==> config.mk <==
export PLATFORM = sky130hd
export DESIGN_NAME = cca_energy_detect
export DESIGN_NICKNAME = d
export VERILOG_FILES = /design/src/rtl/cca_energy_detect.sv
export SDC_FILE = /design/constraint.sdc
export NUM_CORES = 1
export LEC_CHECK = 0
export CORE_UTILIZATION = 28
export CTS_CLUSTER_DIAMETER = 150
export CTS_CLUSTER_SIZE = 28
export DETAILED_ROUTE_END_ITERATION = 6
export DONT_BUFFER_PORTS = 1
export GPL_TIMING_DRIVEN = 0
export HOLD_SLACK_MARGIN = 0.1
export SKIP_LAST_GASP = 1
export SLEW_MARGIN = 20
export SYNTH_ARGS = -nofsm -noshare
export SYNTH_HDL_FRONTEND = slang
export SYNTH_SLANG_ARGS = --single-unit
==> constraint.sdc <==
create_clock -name clk -period 4.5 [get_ports clk]
set_clock_uncertainty 0.15 [all_clocks]
set_input_delay 0 -clock clk [delete_from_list [all_inputs] [get_ports clk]]
set_output_delay 0 -clock clk [all_outputs]
set_load 0.005 [all_outputs]
==> src/rtl/cca_energy_detect.sv <==
// Clear-channel-assessment energy detector: 4-sample RSSI moving average feeding a
// debounced, hysteretic busy/idle state machine with busy-period length and peak tracking.
module cca_energy_detect #(
  parameter int unsigned RSSI_HALF_DB_WIDTH = 11,
  parameter int unsigned CONFIRM_WIDTH      = 4,
  parameter int unsigned BUSY_LEN_WIDTH     = 16
) (
  input  logic                          clk,
  input  logic                          rst,
  input  logic [RSSI_HALF_DB_WIDTH-1:0] i_rssi_half_db,
  input  logic                          i_rssi_half_db_valid,
  input  logic [RSSI_HALF_DB_WIDTH-1:0] i_rssi_th,
  input  logic [3:0]                    i_rssi_hyst,
  input  logic [CONFIRM_WIDTH-1:0]      i_busy_confirm,
  input  logic [CONFIRM_WIDTH-1:0]      i_idle_confirm,
  input  logic                          i_tx_active,
  output logic                          o_ch_idle,
  output logic                          o_busy_start_strobe,
  output logic                          o_busy_end_strobe,
  output logic [BUSY_LEN_WIDTH-1:0]     o_busy_len,
  output logic [RSSI_HALF_DB_WIDTH-1:0] o_rssi_peak_half_db,
  output logic [RSSI_HALF_DB_WIDTH-1:0] o_rssi_avg_half_db,
  output logic                          o_rssi_avg_valid
);

  localparam int unsigned W  = RSSI_HALF_DB_WIDTH;
  localparam int unsigned SW = W + 2;
  localparam int unsigned TW = W + 1;
  localparam int unsigned CW = CONFIRM_WIDTH;
  localparam int unsigned LW = BUSY_LEN_WIDTH;

  localparam logic [W-1:0]  PEAK_MIN = {1'b1, {(W-1){1'b0}}};
  localparam logic [LW-1:0] LEN_MAX  = '1;
  localparam logic [CW-1:0] CNT_ONE  = CW'(1);

  typedef enum logic {
    ST_IDLE = 1'b0,
    ST_BUSY = 1'b1
  } state_t;

  // ---------------------------------------------------------------------------
  // Moving average: three stored samples plus the incoming one
  // ---------------------------------------------------------------------------
  logic [W-1:0]  r_hist [0:2];
  logic [1:0]    r_fill;
  logic [W-1:0]  r_avg;
  logic          r_avg_valid;

  logic signed [SW-1:0] w_sum;
  logic [W-1:0]         w_avg_calc;

  assign w_sum = $signed({{2{i_rssi_half_db[W-1]}}, i_rssi_half_db})
               + $signed({{2{r_hist[0][W-1]}}, r_hist[0]})
               + $signed({{2{r_hist[1][W-1]}}, r_hist[1]})
               + $signed({{2{r_hist[2][W-1]}}, r_hist[2]});

  // Dropping the two LSBs of the signed sum is an arithmetic floor divide by 4
  assign w_avg_calc = w_sum[SW-1:2];

  always_ff @(posedge clk) begin
    if (rst) begin
      r_hist[0]   <= '0;
      r_hist[1]   <= '0;
      r_hist[2]   <= '0;
      r_fill      <= '0;
      r_avg       <= '0;
      r_avg_valid <= 1'b0;
    end else begin
      r_avg_valid <= 1'b0;
      if (i_rssi_half_db_valid) begin
        r_hist[0] <= i_rssi_half_db;
        r_hist[1] <= r_hist[0];
        r_hist[2] <= r_hist[1];
        if (r_fill == 2'd3) begin
          r_avg       <= w_avg_calc;
          r_avg_valid <= 1'b1;
        end else begin
          r_fill <= r_fill + 2'd1;
        end
      end
    end
  end

  // ---------------------------------------------------------------------------
  // Threshold comparison (idle threshold widened by one bit so it cannot wrap)
  // ---------------------------------------------------------------------------
  logic [TW-1:0]  w_avg_ext;
  logic [TW-1:0]  w_th_ext;
  logic [TW-1:0]  w_idle_th;
  logic           w_above;
  logic           w_below;
  logic [CW-1:0]  w_busy_cfm;
  logic [CW-1:0]  w_idle_cfm;

  assign w_avg_ext  = {r_avg[W-1], r_avg};
  assign w_th_ext   = {i_rssi_th[W-1], i_rssi_th};
  assign w_idle_th  = w_th_ext - TW'(i_rssi_hyst);
  assign w_above    = $signed(w_avg_ext) >= $signed(w_th_ext);
  assign w_below    = $signed(w_avg_ext) <  $signed(w_idle_th);
  assign w_busy_cfm = (i_busy_confirm == '0) ? CNT_ONE : i_busy_confirm;
  assign w_idle_cfm = (i_idle_confirm == '0) ? CNT_ONE : i_idle_confirm;

  // ---------------------------------------------------------------------------
  // Busy/idle state machine
  // ---------------------------------------------------------------------------
  state_t         r_state;
  logic [CW-1:0]  r_up_cnt;
  logic [CW-1:0]  r_dn_cnt;

  state_t         w_state_nxt;
  logic [CW-1:0]  w_up_nxt;
  logic [CW-1:0]  w_dn_nxt;
  logic [CW-1:0]  w_up_inc;
  logic [CW-1:0]  w_dn_inc;
  logic           w_enter;
  logic           w_exit;

  assign w_up_inc = r_up_cnt + CNT_ONE;
  assign w_dn_inc = r_dn_cnt + CNT_ONE;

  always_comb begin
    w_state_nxt = r_state;
    w_up_nxt    = r_up_cnt;
    w_dn_nxt    = r_dn_cnt;
    w_enter     = 1'b0;
    w_exit      = 1'b0;
    case (r_state)
      ST_IDLE: begin
        if (i_tx_active) begin
          w_state_nxt = ST_BUSY;
          w_enter     = 1'b1;
          w_up_nxt    = '0;
          w_dn_nxt    = '0;
        end else if (r_avg_valid) begin
          if (w_above) begin
            if (w_up_inc >= w_busy_cfm) begin
              w_state_nxt = ST_BUSY;
              w_enter     = 1'b1;
              w_up_nxt    = '0;
              w_dn_nxt    = '0;
            end else begin
              w_up_nxt = w_up_inc;
            end
          end else begin
            w_up_nxt = '0;
          end
        end
      end
      ST_BUSY: begin
        // Own transmission keeps the debounce pinned so exit waits for tx to drop
        if (i_tx_active) begin
          w_dn_nxt = '0;
        end else if (r_avg_valid) begin
          if (w_below) begin
            if (w_dn_inc >= w_idle_cfm) begin
              w_state_nxt = ST_IDLE;
              w_exit      = 1'b1;
              w_up_nxt    = '0;
              w_dn_nxt    = '0;
            end else begin
              w_dn_nxt = w_dn_inc;
            end
          end else begin
            w_dn_nxt = '0;
          end
        end
      end
      default: begin
        w_state_nxt = ST_IDLE;
        w_up_nxt    = '0;
        w_dn_nxt    = '0;
      end
    endcase
  end

  always_ff @(posedge clk) begin
    if (rst) begin
      r_state  <= ST_IDLE;
      r_up_cnt <= '0;
      r_dn_cnt <= '0;
    end else begin
      r_state  <= w_state_nxt;
      r_up_cnt <= w_up_nxt;
      r_dn_cnt <= w_dn_nxt;
    end
  end

  // ---------------------------------------------------------------------------
  // Registered status: strobes, busy-period length and peak
  // ---------------------------------------------------------------------------
  logic           r_ch_idle;
  logic           r_start_stb;
  logic           r_end_stb;
  logic [LW-1:0]  r_busy_len;
  logic [W-1:0]   r_peak;

  always_ff @(posedge clk) begin
    if (rst) begin
      r_ch_idle   <= 1'b1;
      r_start_stb <= 1'b0;
      r_end_stb   <= 1'b0;
      r_busy_len  <= '0;
      r_peak      <= PEAK_MIN;
    end else begin
      r_ch_idle   <= (w_state_nxt == ST_IDLE);
      r_start_stb <= w_enter;
      r_end_stb   <= w_exit;
      if (w_enter) begin
        // An average arriving on the entry cycle is the first one of the period
        r_busy_len <= r_avg_valid ? LW'(1) : '0;
        r_peak     <= r_avg_valid ? r_avg : PEAK_MIN;
      end else if ((r_state == ST_BUSY) && r_avg_valid) begin
        if (r_busy_len != LEN_MAX) begin
          r_busy_len <= r_busy_len + LW'(1);
        end
        if ($signed(r_avg) > $signed(r_peak)) begin
          r_peak <= r_avg;
        end
      end
    end
  end

  assign o_ch_idle           = r_ch_idle;
  assign o_busy_start_strobe = r_start_stb;
  assign o_busy_end_strobe   = r_end_stb;
  assign o_busy_len          = r_busy_len;
  assign o_rssi_peak_half_db = r_peak;
  assign o_rssi_avg_half_db  = r_avg;
  assign o_rssi_avg_valid    = r_avg_valid;

endmodule

Word-level counts from Yosys, hierarchy flattened
Memories as Yosys holds them, arrays and structs flattened.
Index checks and enable logic that the tools add are counted.
Widths: inputs -> output; s select.
{"block": "totals", "reg_bits": 53, "mem_bits_rw": 33, "in_bits": 38, "out_inout_bits": 42, "elab_cells": 106, "memories": 1}
{"block": "op_classes", "addsub": 8, "order_cmp": 5, "n_eq_ne": 10, "mux": 48, "bitwise_logic": 9, "reduce_logical": 14}
{"name": "r_hist", "depth": 3, "word_bits": 11, "rd": 3, "rd_ports_with_merged_regs": 0, "write_ports": 3, "line": "44", "text": "logic [W-1:0] r_hist [0:2];"}
{"operator": "$mux 11", "n": 7}
{"operator": "$mux 4", "n": 18}
{"operator": "$mux 16", "n": 3}
{"operator": "$mux 1", "n": 17}
{"operator": "$add 16x1->16 const B", "n": 1}
{"operator": "$ne 16x16->1 const B", "n": 1}
{"operator": "$pmux 4 s2", "n": 2}
{"operator": "$add 12x11->13", "n": 1}
{"operator": "$add 13x11->13", "n": 1}
{"operator": "$add 11x11->12", "n": 1}
{"operator": "$lt 11x12->1", "n": 1}
{"operator": "$ne 3x3->1 const B", "n": 4}
{"operator": "$sub 11x5->12", "n": 1}
{"operator": "$ge 11x11->1", "n": 1}
{"operator": "$gt 11x11->1", "n": 1}
{"operator": "$add 4x1->4 const B", "n": 2}
{"operator": "$ge 4x4->1", "n": 2}
{"operator": "$logic_not 4->1", "n": 2}
{"operator": "$reduce_and 2->1", "n": 4}
{"operator": "$ne 2x2->1 const B", "n": 3}
{"operator": "$not 1->1", "n": 6}
{"operator": "$reduce_bool 2->1", "n": 3}
{"operator": "$reduce_and 5->1", "n": 1}
{"operator": "$reduce_or 5->1", "n": 1}
{"operator": "other kinds (8)", "n": 10}

Depth between registers and ports, before layout
Gate-level depths: netlist of run 1.
{"block": "depth", "ltp_word": 10, "depth_mapped": 16, "ltp_nobuf": 16}

Worst setup path after synthesis of run 1
Ideal clock, no wire load.
{"block": "synth_path", "path_type": "flip-flop to flip-flop", "startpoint": "memory r_hist[0][2] in the netlist's numbering", "endpoint": "register r_avg[6], in the netlist o_rssi_avg_half_db[6]", "setup_ns": 0.122, "arrival_ns": 3.015, "required_ns": 4.228, "slack_ns": 1.213, "path_stages_with_launch": 9, "path_buffers": 0, "period_less_slack_ns": 3.287, "cell_sequence": "edfxtp_1 > fa_1 > fa_1 > ha_1 > and4b_1 > o211a_1 > o311ai_0 > a2111oi_0 > a311o_1"}
{"item": "from (decl)", "line": "44"}
{"item": "to (signal assigned)", "line": "75", "text": "r_avg <= w_avg_calc;"}
{"item": "to (decl)", "line": "46", "text": "logic [W-1:0] r_avg;"}

==> impl_metrics.ini, run 1 <==
[run_status]
status = completed

[global_routing]
grt_usage_pct = 14.0
overflow = 0
grt_pass1_vias = 4627
antenna_found_initial = 0
grt-busiest-layer = met2
grt_pass1_wl_microns = 24400
grt_util_met1_pct = 17.6
use_met2_pct = 23.5
grt_max_degree = 34
grt_util_met3_pct = 3.97

[floorplanning]
core_area_sq_um = 21800
die_x_microns = 151
die_area_sq_um = 22700
pin_count = 80
rows = 54
die_h_microns = 151
start_util_pct = 28.5

[detailed_routing]
routed_via_density = 4.99
ant_nets = 0
drt-wirelength-per-cell_microns = 16.0
wirelength_microns = 15300
vias = 4755
drc = 0
initialDrtViolationCount = 213
dr.pass1.iters = 4

[cells_and_area]
fillCellCount = 2273
n_antenna_cell = 0
layout_common_cells = 59 x ha_1, 55 x inv_1, 53 x dfxtp_1
final_common_cell = ha_1
multiInputGateArea_sq_um = 3830
seq_area_sq_um = 2050
area_growth_pct = 13.2
final_layout_size_suffix_gt1_share_pct = 6.99
nets = 788

[setup_path]
critical_path_class = flip-flop to flip-flop
required_ns = 4.59
r2r-start = r_hist[0][2]$_SDFFCE_PN0P_
end_kind = flip-flop
cp_slowest_cell = o311ai_0
crit_top_cell = fa_1
cp-start-kind = flip-flop
crit_fanout = 4
crit_chain = fa_1, fa_1, ha_1, and4b_1, o211a_1, o311ai_0, a2111oi_0, a311o_1
rrSetupSlack_ns = 0.84
reg2reg_to = o_rssi_avg_half_db[6]$_SDFFE_PP0P_
max_stage_delay_ns = 0.63
arrival_ns = 3.75
r2r_cells = 8

[yosys]
yosys_register_bits = 86
synth_area_sq_um = 6190
yosys_warnings = 0
ys.flop_type = dfxtp_1
yosysSeqAreaShare_pct = 33.1
syn_inst = 639
syn_avg_cell_area_sq_um = 9.69
syn-num-nets = 760
synth_cell_types = 77
yosysTopAreaCell = dfxtp_1
synth_edf_count = 33
synth_async_sr_flop_share_pct = 0
synth_area_leaders = dfxtp_1 17%, edfxtp_1 16%, ha_1 12%
synth_top_area_share_pct = 17.1

[flow_run]
maxCapViolCount = 0

[timing]
fmax_ghz = 0.273
period_share_pct = 81.4
min_period_ns = 3.66
rsz0062_at_grt = no
hold_viol = 0
slew_violations = 0
relSlewSlack_pct = 44.4
fin_setup_tns_ns = 0
finalSetupViolCount = 0
tightest_slew_ns = 0.827
holdWs_ns = 0.140

[placement]
hpwl_microns = 11800
gp_congestion = 0.803
port-buffer-count = 0

[worst_hold_path]
min_from = i_rssi_half_db[0]
whs_path_depth = 5
hold_class = input pin to flip-flop
holdPathEnd = o_rssi_avg_half_db[0]$_SDFFE_PP0P_

[clock_tree]
cts_resized = 0
cts_tree = built
clockBufferDepth = 2
ctsHtreeMaxLevel = 3
cts_inserted_buffers = 9
clkTransAtPathRegs_ns = 0.08
cts_root_buffer = clkbuf_16
clk-insertion-delay-late_ns = 0.36
clock_sinks = 86

[power_and_ir_drop]
leakage_nw = 2.80
power.density_nw_per_um2 = 303
ir_drop_mv = 0.166
## stage by stage
| step | worst slack, ns | instances | total power, mW | utilization, % | area (sq um) |
|---|---|---|---|---|---|
| global placement | 0.820 | 919 | 1.35 | 30.1 | 6540 |
| CTS | 0.854 | 952 | 2.15 | 32.2 | 7010 |
| finish | 0.836 | 952 | 2.12 | 32.2 | 7010 |
| detailed placement | 0.794 | 919 | 1.36 | 30.1 | 6540 |
| global route | 0.667 | 952 | 2.24 | 32.2 | 7010 |
| floorplan | 1.21 | 639 | 1.24 | - | 6190 |
## where the power goes
group | leakage (nW) | switching [mW] | internal [mW] | total [mW]
Combinational | 1.86 | 0.275 | 0.211 | 0.486
Sequential | 0.791 | 0.0261 | 0.839 | 0.865
Clock | 0.147 | 0.374 | 0.394 | 0.768
## critical path: cells and delay by family (launching register included)
family	cells	cell delay, ns
adder cells (fa/ha/maj)	3	1.29
flip-flops	1	0.42
AND/OR/NAND/NOR	1	0.22
AO/OA/AOI/OAI	4	1.47
## flip-flops by register name, summed over array words and instances (netlist names)
register	flops
o_busy_start_strobe	1
r_hist	33
o_rssi_avg_valid	1
o_busy_end_strobe	1
r_state	1
r_fill	2
o_ch_idle	1
o_rssi_avg_half_db	11
r_dn_cnt	4
o_busy_len	16
r_up_cnt	4
o_rssi_peak_half_db	11
## area by class of cell
class | count | area share, %
Multi-Input combinational cell | 477 | 54.7
Tap cell | 280 | 5.00
Buffer | 21 | 1.41
Clock buffer | 9 | 3.21
Clock inverter | 7 | 0.982
Sequential cell | 86 | 29.3
Inverter | 55 | 2.95
Timing Repair Buffer | 17 | 2.43
## layer usage
layer / wire (microns) / share of wire, % / vias to the layer above
li1: - / - / 2394
met1: 6850 / 45 / 2253
met2: 7370 / 48 / 96
met3: 845 / 5.5 / 12
met4: 210 / 1.4 / 0
met5: 0 / 0 / -
## cells in the mapped netlist, types with 7 or more instances
| cell | instances |
|---|---|
| ha_1 | 59 |
| inv_1 | 55 |
| dfxtp_1 | 53 |
| and2_1 | 47 |
| nand2_1 | 42 |
| nor2_1 | 37 |
| edfxtp_1 | 33 |
| a21oi_1 | 24 |
| fa_1 | 24 |
| nand3_1 | 21 |
| o21ai_0 | 21 |
| nor3_1 | 15 |
| mux2i_1 | 14 |
| xnor2_1 | 13 |
| clkbuf_1 | 12 |
| and3_1 | 10 |
| a221o_1 | 9 |
| nand4_1 | 7 |
| nor2b_1 | 7 |
| nor3b_1 | 7 |
## worst max-delay path by stage
stage                               startpoint                                  to  slack [ns]
floorplan           r_hist[0][2]$_SDFFCE_PN0P_  o_rssi_avg_half_db[6]$_SDFFE_PP0P_        1.21
global placement                  i_rssi_th[0]            r_dn_cnt[0]$_SDFFE_PP0P_        0.82
detailed placement                i_rssi_th[0]            r_dn_cnt[0]$_SDFFE_PP0P_        0.79
CTS                 r_hist[0][2]$_SDFFCE_PN0P_  o_rssi_avg_half_db[6]$_SDFFE_PP0P_        0.85
global route        r_hist[0][2]$_SDFFCE_PN0P_  o_rssi_avg_half_db[6]$_SDFFE_PP0P_        0.67
finish              r_hist[0][2]$_SDFFCE_PN0P_  o_rssi_avg_half_db[6]$_SDFFE_PP0P_        0.84
## cell families (layout without fill, tap and decap cells)
group / count (synthesis) / after routing / synth area share (%)
adder cells (fa/ha/maj): 83 / 83 / 19.7
XOR/XNOR: 16 / 16 / 2.26
AND/OR/NAND/NOR: 231 / 231 / 20.9
multiplexers: 14 / 14 / 2.26
buffers and inverters: 76 / 109 / 4.93
flip-flops: 86 / 86 / 33.1
AO/OA/AOI/OAI: 133 / 133 / 16.9
## what timing repair did
item,in CTS,in global routing
setup endpoints to repair,0,0
buffers inserted,0,0
endpoints found under the hold margin,54,0
hold buffers,17,0
Power figures use the tool's default switching activity.
==> run 2: changes to the inputs <==
- clock period: 4.5 -> 3.4 ns (I/O delays scaled with it)
==> impl_metrics.ini, run 2 (synthesis gave the netlist of run 1 again) <==
[run_status]
status = completed

[setup_path]
crit_top_cell = fa_1
end_kind = flip-flop
cp-start-kind = flip-flop
crit_chain = fa_1, fa_1, ha_1, and4b_1, o211a_1, o31a_1, or3_1, nand3_1, a21oi_1
r2r_cells = 9
path_buf_inv = 0
crit_fanout = 4
max_stage_delay_ns = 0.55
cp.depth = 9
required_ns = 3.47
arrival_ns = 3.34
cp_slowest_cell = fa_1
critical_path_class = flip-flop to flip-flop
path_delay_family = adder cells

[flow_run]
maxCapViolCount = 0

[global_routing]
grt_pass1_vias = 4644
grt_usage_pct = 14.1
grt_pass1_wl_microns = 24400
grt_max_degree = 34
overflow = 0
antenna_found_initial = 0

[cells_and_area]
area_growth_pct = 13.7
layout_common_cells = 59 x ha_1, 55 x inv_1, 53 x dfxtp_1
nets = 788
largest_reg_flops = 33
final_layout_size_suffix_gt1_share_pct = 7.74
final_util_pct = 32.4
final_common_cell = ha_1
n_antenna_cell = 0
largest-register = r_hist

[floorplanning]
die_area_sq_um = 22700
pin_count = 80
core_area_sq_um = 21800
rows = 54
die_h_microns = 151
start_util_pct = 28.5
die_x_microns = 151

[clock_tree]
cts_root_buffer = clkbuf_16
cts_inserted_buffers = 9
clk-insertion-delay-late_ns = 0.35
clockBufferDepth = 2
ctsHtreeMaxLevel = 3
cts_tree = built
clock_sinks = 86
clkTransAtPathRegs_ns = 0.08
post_cts_buffers = 0

[power_and_ir_drop]
power.total_mw = 2.83
p_seq_share_pct = 40.4
power.share.clock_pct = 35.9
leakage_nw = 2.81
power.density_nw_per_um2 = 402
internal_power_mw = 1.92
switchingPower_mw = 0.911
comb_power_share_pct = 23.6
ir_drop_mv = 0.220
p_sw_share_pct = 32.2

[timing]
fin_ws_ns = 0.129
period_share_pct = 96.2
hold_viol = 0
tightest_slew_ns = 0.809
rsz0062_at_grt = yes
relSlewSlack_pct = 45.7
fin_setup_tns_ns = 0
min_period_ns = 3.27
fmax_ghz = 0.306
finalSetupViolCount = 0
holdWs_ns = 0.141
slew_violations = 0

[placement]
gp_congestion = 0.803
pre_cts_ws_ns = -0.306
hpwl_microns = 11800
port-buffer-count = 0

[detailed_routing]
vias = 4763
ant_nets = 0
wirelength_microns = 15300
drc = 0
initialDrtViolationCount = 225
dr.pass1.iters = 5
routed_via_density = 5.00
drt-wirelength-per-cell_microns = 16.1

[worst_hold_path]
whs_path_depth = 5
hold_class = input pin to flip-flop
==> run 2: power by group through the flow <==
stage	logic [mW]	clock network, mW	registers, mW
final	0.670	1.02	1.15
after global routing	0.765	1.08	1.15
after CTS	0.657	1.05	1.15
after detailed placement	0.630	0	1.17
after global placement	0.622	0	1.17
after floorplan	0.486	0	1.16
==> run 2: worst paths after layout <==
check        slack (ns)                        from                            endpoint
max                0.13  r_hist[0][2]$_SDFFCE_PN0P_  o_rssi_avg_half_db[4]$_SDFFE_PP0P_
min                0.14           i_rssi_half_db[0]  o_rssi_avg_half_db[0]$_SDFFE_PP0P_
max reg2reg        0.13  r_hist[0][2]$_SDFFCE_PN0P_  o_rssi_avg_half_db[4]$_SDFFE_PP0P_
min reg2reg        0.35    r_up_cnt[1]$_SDFFE_PP0P_            r_up_cnt[1]$_SDFFE_PP0P_
==> run 2: per-layer routing <==
metal	wire (microns)	GRT usage (%)	part of all wire, %
met1	6910	17.6	45
met2	7430	23.6	49
met3	758	3.97	5.0
met4	204	3.80	1.3
met5	0	0	0
==> run 2: layout make-up <==
class	count	area (sq um)
tap	280	350
buffer	21	98.8
multi-input combinational	477	3870
timing repair buffer	17	170
inverter	55	206
clock buffer	9	225
fill	2273	14700
clock inverter	7	68.8
sequential	86	2050
==> run 2: what timing repair did <==
action / CTS / global route
hold buffers: 17 / 0
hold endpoints to repair: 54 / 0
setup endpoints to repair: 3 / 18
gates resized for setup: 3 / 6
gates cloned: 0 / 0
pin swaps: 0 / 1
==> run 2: per-stage QoR <==
stage                     std cells  area, sq um
final                           952         7040
after global routing            952         7040
after floorplan                 639         6190
after CTS                       952         7010
after detailed placement        919         6540
after global placement          919         6540
==> run 2: worst reg2reg max path: stages (launching register included) <==
cell	delay (ns)
edfxtp_1	0.42
fa_1	0.55
fa_1	0.44
ha_1	0.30
and4b_1	0.22
o211a_1	0.28
o31a_1	0.31
or3_1	0.31
nand3_1	0.10
a21oi_1	0.07
==> run 3: changes to the inputs <==
- REMOVE_ABC_BUFFERS: unset -> 1
==> impl_metrics.ini, run 3 (synthesis gave the netlist of run 1 again) <==
[worst_hold_path]
hold_class = input pin to flip-flop

[cells_and_area]
nets = 768
largest_reg_flops = 33
layout_common_cells = 59 x ha_1, 55 x inv_1, 53 x dfxtp_1
fillCellCount = 2263
final_util_pct = 32.1
area_growth_pct = 12.8
final_common_cell = ha_1
n_antenna_cell = 0
largest-register = r_hist
final_layout_size_suffix_gt1_share_pct = 7.67

[detailed_routing]
drc = 0
drt-wirelength-per-cell_microns = 15.7
routed_via_density = 5.01
wirelength_microns = 14700
dr.pass1.iters = 4
ant_nets = 0
vias = 4672
initialDrtViolationCount = 189

[timing]
relSlewSlack_pct = 30.1
fin_setup_tns_ns = 0
fin_ws_ns = 0.105
rsz0062_at_grt = yes
period_share_pct = 96.9
hold_viol = 0
fmax_ghz = 0.304
min_period_ns = 3.29
finalSetupViolCount = 0
tightest_slew_ns = 1.04
slew_violations = 0

[clock_tree]
clkTransAtPathRegs_ns = 0.08
cts_root_buffer = clkbuf_16
clk-insertion-delay-late_ns = 0.36
cts_inserted_buffers = 9
ctsHtreeMaxLevel = 3
post_cts_buffers = 0
clock_sinks = 86
cts_tree = built
clockBufferDepth = 2

[global_routing]
grt_pass1_vias = 4526
grt_max_degree = 47
grt_usage_pct = 13.4
antenna_found_initial = 0
overflow = 0
grt_pass1_wl_microns = 23500

[power_and_ir_drop]
power.share.clock_pct = 36.4
leakage_nw = 2.76
switchingPower_mw = 0.916
ir_drop_mv = 0.215
power.density_nw_per_um2 = 406
p_sw_share_pct = 32.3
p_seq_share_pct = 40.5
internal_power_mw = 1.92
comb_power_share_pct = 23.1

[floorplanning]
pin_count = 80
rows = 54
die_h_microns = 151
die_area_sq_um = 22700
core_area_sq_um = 21800
die_x_microns = 151
start_util_pct = 28.5

[setup_path]
required_ns = 3.49
critical_path_class = flip-flop to flip-flop
crit_fanout = 9
path_delay_family = compound AO/OA/AOI/OAI gates
crit_chain = ha_1, a21oi_2, a211oi_2, or4_4, o211a_4, o21ai_2, nor2_1, dlygate4sd3_1
path_buf_inv = 1
cp_slowest_cell = dlygate4sd3_1
end_kind = flip-flop
max_stage_delay_ns = 0.57
cp-start-kind = flip-flop
arrival_ns = 3.39
rrSetupSlack_ns = 0.11

[placement]
pre_cts_ws_ns = -0.373
gp_congestion = 0.795
hpwl_microns = 11000
port-buffer-count = 0

[flow_run]
maxCapViolCount = 0

[run_status]
status = completed
## run 3: cell count changes in the layout (fill, tap and decap cells not counted), moves of 2 or more
cell           delta
clkbuf_1         -12
buf_2             -4
buf_1             -3
dlygate4sd3_1     -2
inv_6             -2
## run 3: power groups by stage
stage               Combinational [mW]  Sequential (mW)  Clock (mW)
floorplan                        0.472             1.16           0
global placement                 0.591             1.17           0
detailed placement               0.603             1.17           0
CTS                              0.644             1.15        1.06
global route                     0.751             1.16        1.09
finish                           0.656             1.15        1.03
## run 3: timing repair
action / 4_1_cts / 5_1_grt
endpoints found under the hold margin: 85 / 0
endpoints found under the setup margin: 4 / 12
pin swaps: 0 / 2
gates resized for setup: 4 / 5
hold buffers: 16 / 0
cloned: 0 / 0
## run 3: per-layer routing
layer / routed length, microns / share of wire, % / track usage (%)
met5: 0 / 0 / 0
met3: 859 / 5.9 / 3.42
met1: 6810 / 46 / 17.4
met2: 6770 / 46 / 21.5
met4: 221 / 1.5 / 4.45
## run 3: final cells by class
type	count	area, sq um	area share, %
multi-input cells	477	3880	55.5
flip-flops and latches	86	2050	29.4
well taps	280	350	5.02
clock buffers	9	225	3.22
inverters	55	206	2.96
repair buffers	18	196	2.81
clock inverters	7	75.1	1.07
## run 3: through the flow
step | total power, mW | hold slack (ns) | area (sq um) | cells
finish | 2.84 | 0.125 | 6980 | 932
detailed placement | 1.78 | -0.0673 | 6470 | 900
floorplan | 1.63 | -0.0809 | 6090 | 618
global placement | 1.76 | -0.0682 | 6440 | 898
global route | 2.99 | 0.178 | 6980 | 932
CTS | 2.85 | 0.127 | 6960 | 932
## run 3: worst paths after layout
check | startpoint | endpoint | depth (start not counted)
worst max-delay path | o_rssi_avg_half_db[2]$_SDFFE_PP0P_ | o_busy_start_strobe$_SDFF_PP0_ | 8
worst min-delay path | i_rssi_half_db[0] | o_rssi_avg_half_db[0]$_SDFFE_PP0P_ | 5
worst max register to register | o_rssi_avg_half_db[2]$_SDFFE_PP0P_ | o_busy_start_strobe$_SDFF_PP0_ | 8
worst min register to register | r_up_cnt[1]$_SDFFE_PP0P_ | r_up_cnt[1]$_SDFFE_PP0P_ | 2
## run 3: tightest hold or removal path: cells and delay by family
| kind | cells | cell delay, ns |
|---|---|---|
| and+or+nand+nor | 1 | 0.12 |
| AOI/OAI and AO/OA | 1 | 0.07 |
| buffers and inverters | 1 | 0.06 |
| adders and majority gates | 2 | 0.35 |
